==> src/rtl/tdm_demux_1x3.sv <==
// Receive-side 1-to-3 TDM demultiplexer: steers interleaved slots 0/1/2 into a shadow frame,
// publishes complete frames on O and tracks frame alignment with a HUNT/RUN state machine.
module tdm_demux_1x3 #(
   parameter int unsigned WIDTH = 1,
   parameter int unsigned CNT_W = 8
) (
   input  logic               clk,
   input  logic               rst_n,
   input  logic [WIDTH-1:0]   din,
   input  logic               din_valid,
   input  logic               frame_sync,
   output logic [3*WIDTH-1:0] O,
   output logic               frame_valid,
   output logic [1:0]         sel,
   output logic               locked,
   output logic               sync_err,
   output logic [CNT_W-1:0]   frame_cnt
);

   typedef enum logic [0:0] {StHunt, StRun} state_e;

   state_e             state_q, state_d;
   logic [1:0]         sel_q, sel_d;
   logic [WIDTH-1:0]   shadow0_q, shadow0_d;
   logic [WIDTH-1:0]   shadow1_q, shadow1_d;
   logic [3*WIDTH-1:0] o_q, o_d;
   logic               frame_valid_q, frame_valid_d;
   logic               sync_err_q, sync_err_d;
   logic [CNT_W-1:0]   frame_cnt_q, frame_cnt_d;

   always_ff @(posedge clk or negedge rst_n) begin
      if (!rst_n) begin
         state_q       <= StHunt;
         sel_q         <= 2'd0;
         shadow0_q     <= '0;
         shadow1_q     <= '0;
         o_q           <= '0;
         frame_valid_q <= 1'b0;
         sync_err_q    <= 1'b0;
         frame_cnt_q   <= '0;
      end else begin
         state_q       <= state_d;
         sel_q         <= sel_d;
         shadow0_q     <= shadow0_d;
         shadow1_q     <= shadow1_d;
         o_q           <= o_d;
         frame_valid_q <= frame_valid_d;
         sync_err_q    <= sync_err_d;
         frame_cnt_q   <= frame_cnt_d;
      end
   end

   always_comb begin
      state_d       = state_q;
      sel_d         = sel_q;
      shadow0_d     = shadow0_q;
      shadow1_d     = shadow1_q;
      o_d           = o_q;
      frame_valid_d = 1'b0;
      sync_err_d    = 1'b0;
      frame_cnt_d   = frame_cnt_q;

      if (din_valid) begin
         unique case (state_q)
            StHunt: begin
               // Unsynchronised samples are dropped silently while hunting.
               if (frame_sync) begin
                  shadow0_d = din;
                  sel_d     = 2'd1;
                  state_d   = StRun;
               end
            end
            StRun: begin
               if (frame_sync) begin
                  // A sync mid-frame restarts the frame without losing lock.
                  sync_err_d = (sel_q != 2'd0);
                  shadow0_d  = din;
                  sel_d      = 2'd1;
               end else begin
                  unique case (sel_q)
                     2'd1: begin
                        shadow1_d = din;
                        sel_d     = 2'd2;
                     end
                     2'd2: begin
                        o_d           = {din, shadow1_q, shadow0_q};
                        frame_valid_d = 1'b1;
                        frame_cnt_d   = frame_cnt_q + CNT_W'(1);
                        sel_d         = 2'd0;
                     end
                     default: begin
                        sync_err_d = 1'b1;
                        sel_d      = 2'd0;
                        state_d    = StHunt;
                     end
                  endcase
               end
            end
            default: begin
               state_d = StHunt;
               sel_d   = 2'd0;
            end
         endcase
      end
   end

   assign O           = o_q;
   assign frame_valid = frame_valid_q;
   assign sel         = sel_q;
   assign locked      = (state_q == StRun);
   assign sync_err    = sync_err_q;
   assign frame_cnt   = frame_cnt_q;

endmodule

==> config.mk <==
export PLATFORM = sky130hd
export DESIGN_NAME = tdm_demux_1x3
export DESIGN_NICKNAME = d
export VERILOG_FILES = /design/src/rtl/tdm_demux_1x3.sv
export SDC_FILE = /design/constraint.sdc
export NUM_CORES = 1
export LEC_CHECK = 0
export ABC_CLOCK_PERIOD_IN_PS = 1500
export CAP_MARGIN = 5
export CORE_UTILIZATION = 33
export DETAILED_ROUTE_END_ITERATION = 12
export DONT_BUFFER_PORTS = 1
export GPL_ROUTABILITY_DRIVEN = 0
export HOLD_SLACK_MARGIN = 0.05
export PLACE_DENSITY = 0.53
export SLEW_MARGIN = 20
export SYNTH_ARGS = -nofsm -noshare
export SYNTH_HDL_FRONTEND = slang
export SYNTH_SLANG_ARGS = --single-unit
==> constraint.sdc <==
create_clock -name clk -period 1.5 [get_ports clk]
set_clock_uncertainty 0.15 [all_clocks]
set_input_delay 0.3 -clock clk [delete_from_list [all_inputs] [get_ports clk]]
set_output_delay 0.3 -clock clk [all_outputs]
set_load 0.01 [all_outputs]
==> run summary <==
Least-Margin Pin Slew: 780.3 ps
router iterations before antenna repair: 4
power per cell area: 1284 nW/um2
Psw: 0.0004568 W
Max-Cap Viols: 0
Total Power: 0.001432 W
CP endpoint kind: flop
IO Pins: 21
Worst VDD drop: 0.0007796 V
fraction of power consumed by combinational cells: 30.0%
gr usage total: 12.44%
global-route wire length before repair: 2380 um
Worst setup SP type: flop
synthesized area: 847.1 um2
fraction of layout cells with a size suffix above 1: 45.68%
largest net degree at the start of global routing: 19
Synth Instances: 61
status: finished with violations
Starting Density: 36.54%
number of synthesized register bits: 18
YS warnings: 0
final hold vios: 0
Worst-path clk slew: 110 ps
Worst Setup Slack, final: -28.58 ps
initial antenna violation count: 0
Post-DP HPWL: 1058 um
sw frac: 31.91%
fmax: 654.2 MHz
CTS Buf Count: 3
Crit Path Max Fanout: 5
nets: 91
Place WS: -71.53 ps
H-tree levels: 1
Mapped Avg Cell Area: 13.89 um2
Sequential Power Share: 49.1%
sequential share of the synthesized area: 53.18%
setup violators final: 5
clk buf depth: 2
Skew-Pair Late Insertion Delay: 290 ps
root buffer cell: clkbuf_4
total grt overflow: 0
failing checks: setup timing
kind of critical path: reg2reg
wire length per cell: 13.53 um
vias per inst: 4.615
Pint: 0.0009750 W
Buffers on Ports: 0
RSZ-0062 raised after global routing: yes
vias: 503
fin crit period: 1529 ps
WP data arrival: 1560 ps
core area: 2318 um2
CTS tree: built
Die Y: 52.67 um
DRT antenna net count: 0
TritonCTS Sinks: 18
Area Growth Syn to Fin: 31.61%
max_slew headroom: 47.81%
synth unique cells: 22
Min-Delay Path Class: in2reg
syn_nets: 70
DRC viols: 0
Leak: 0.5378 nW
DRT iter0 DRCs: 1
Die X: 52.67 um
diode count: 0
Slew Limit Fails: 0
standard-cell rows: 17
clock network power share: 20.9%
Critical Path RT: 1540 ps
drt total wl: 1475 um
Die ar.: 2774 um2
vias in the first global route: 475
crit share post-route: 101.9%
==> metal layers <==
metal  track usage [%]  vias up  wire [um]
met5                 0        -          0
met4             6.579        0         13
met3             4.348        2         63
met2             17.30       10        674
met1             16.70      239        724
li1                  -      252          -
==> sequential cells by signal, summed over array words and instances (netlist names) <==
register     count
O                3
frame_cnt        8
frame_valid      1
locked           1
sel              2
shadow0_q        1
shadow1_q        1
sync_err         1
==> worst paths after layout <==
| check | startpoint | end | slack [ps] | depth (start not counted) |
|---|---|---|---|---|
| setup / recovery | sel[0] | O[0] | -30 | 5 |
| hold / removal | din_valid | locked | 70 | 3 |
| setup reg to reg | sel[0] | O[0] | -30 | 5 |
| hold reg to reg | shadow1_q | O[1] | 370 | 1 |
| max in group asynchronous | rst_n | frame_cnt[4] | 340 | 1 |
| min in group asynchronous | rst_n | shadow1_q | 370 | 1 |
==> synth_stat cells <==
master    count  area, um2
nand3_1       2      10.01
nor2b_1       1      6.260
and3_1        1      6.260
xor2_1        1      8.760
nand3_2       2      20.02
nand4b_1      1      8.760
nand4_4       2      42.54
and4b_4       1      13.76
and2_1        1      6.260
ha_1          4      50.05
inv_1         3      11.26
buf_12        1      20.02
a211oi_1      1      7.510
dfrtp_1      18      450.4
o22ai_1       1      6.260
xnor2_1       4      35.03
o21a_1        1      7.510
o21ai_0       1      5.000
and4_1        1      8.760
mux2_2        6      67.56
xnor2_2       2      32.53
nand2_1       6      22.52
==> power by group through the flow <==
stage          logic (W)  clock network [W]  registers (W)
3_5_place_dp    0.000339                  0       0.000708
4_1_cts         0.000389           0.000314       0.000701
6_report        0.000429           0.000299       0.000703
5_1_grt         0.000474           0.000333       0.000719
2_1_floorplan   0.000202                  0       0.000720
3_3_place_gp    0.000331                  0       0.000705
==> placed cells by master, fill, tap and decap left out, types with 2 or more instances in the layout <==
cell,n
mux2_2,2
xnor2_1,4
dlygate4sd3_1,4
nand4_4,2
buf_4,11
ha_4,3
nand3_2,3
dfrtp_1,18
mux2_4,4
nand2_1,5
xnor2_2,2
clkbuf_4,3
==> repair_timing <==
action                                  CTS  global route
hold endpoints to repair                 25             4
gates resized for setup                   8             4
hold buffers                              3             1
pin swaps                                 5             2
endpoints found under the setup margin   11            13
buffers inserted                          2             0
==> metrics by stage <==
stage          setup TNS (ps)  instances  utilization, %  hold WS, ps  area, um2
6_report               -129.8        109           48.08        71.46       1115
4_1_cts                -333.2        108           46.14       -58.19       1070
3_3_place_gp           -200.4         99           41.72       -145.2      967.2
2_1_floorplan          -526.5         61               -       -145.6      857.1
3_5_place_dp           -438.3         99           41.72       -145.2      967.2
5_1_grt                -612.1        109           48.08        56.49       1115
==> layout make-up <==
class	instances	area, um2
inverters	3	13.76
flip-flops and latches	18	450.4
repair buffers	17	153.9
fillers	196	1204
multi-input cells	39	425.4
well taps	28	35.03
clock buffers	4	36.28
==> critical path, cell delays in order, from the launching register on <==
cell and delay (ps):
dfrtp_1 410, inv_2 80, ha_4 120, and4b_4 260, buf_12 120, mux2_4 290
==> cells by family (layout without fill, tap and decap cells) <==
| kind of cell | Yosys count | in the layout | synth area share, % |
|---|---|---|---|
| xor+xnor | 7 | 7 | 9.010 |
| flops | 18 | 18 | 53.18 |
| fa+ha+maj | 4 | 4 | 5.909 |
| buf+inv | 4 | 24 | 3.693 |
| compound gates | 4 | 4 | 3.102 |
| mux | 6 | 6 | 7.976 |
| simple gates | 18 | 18 | 17.14 |
(Power assumes the default switching activity.)
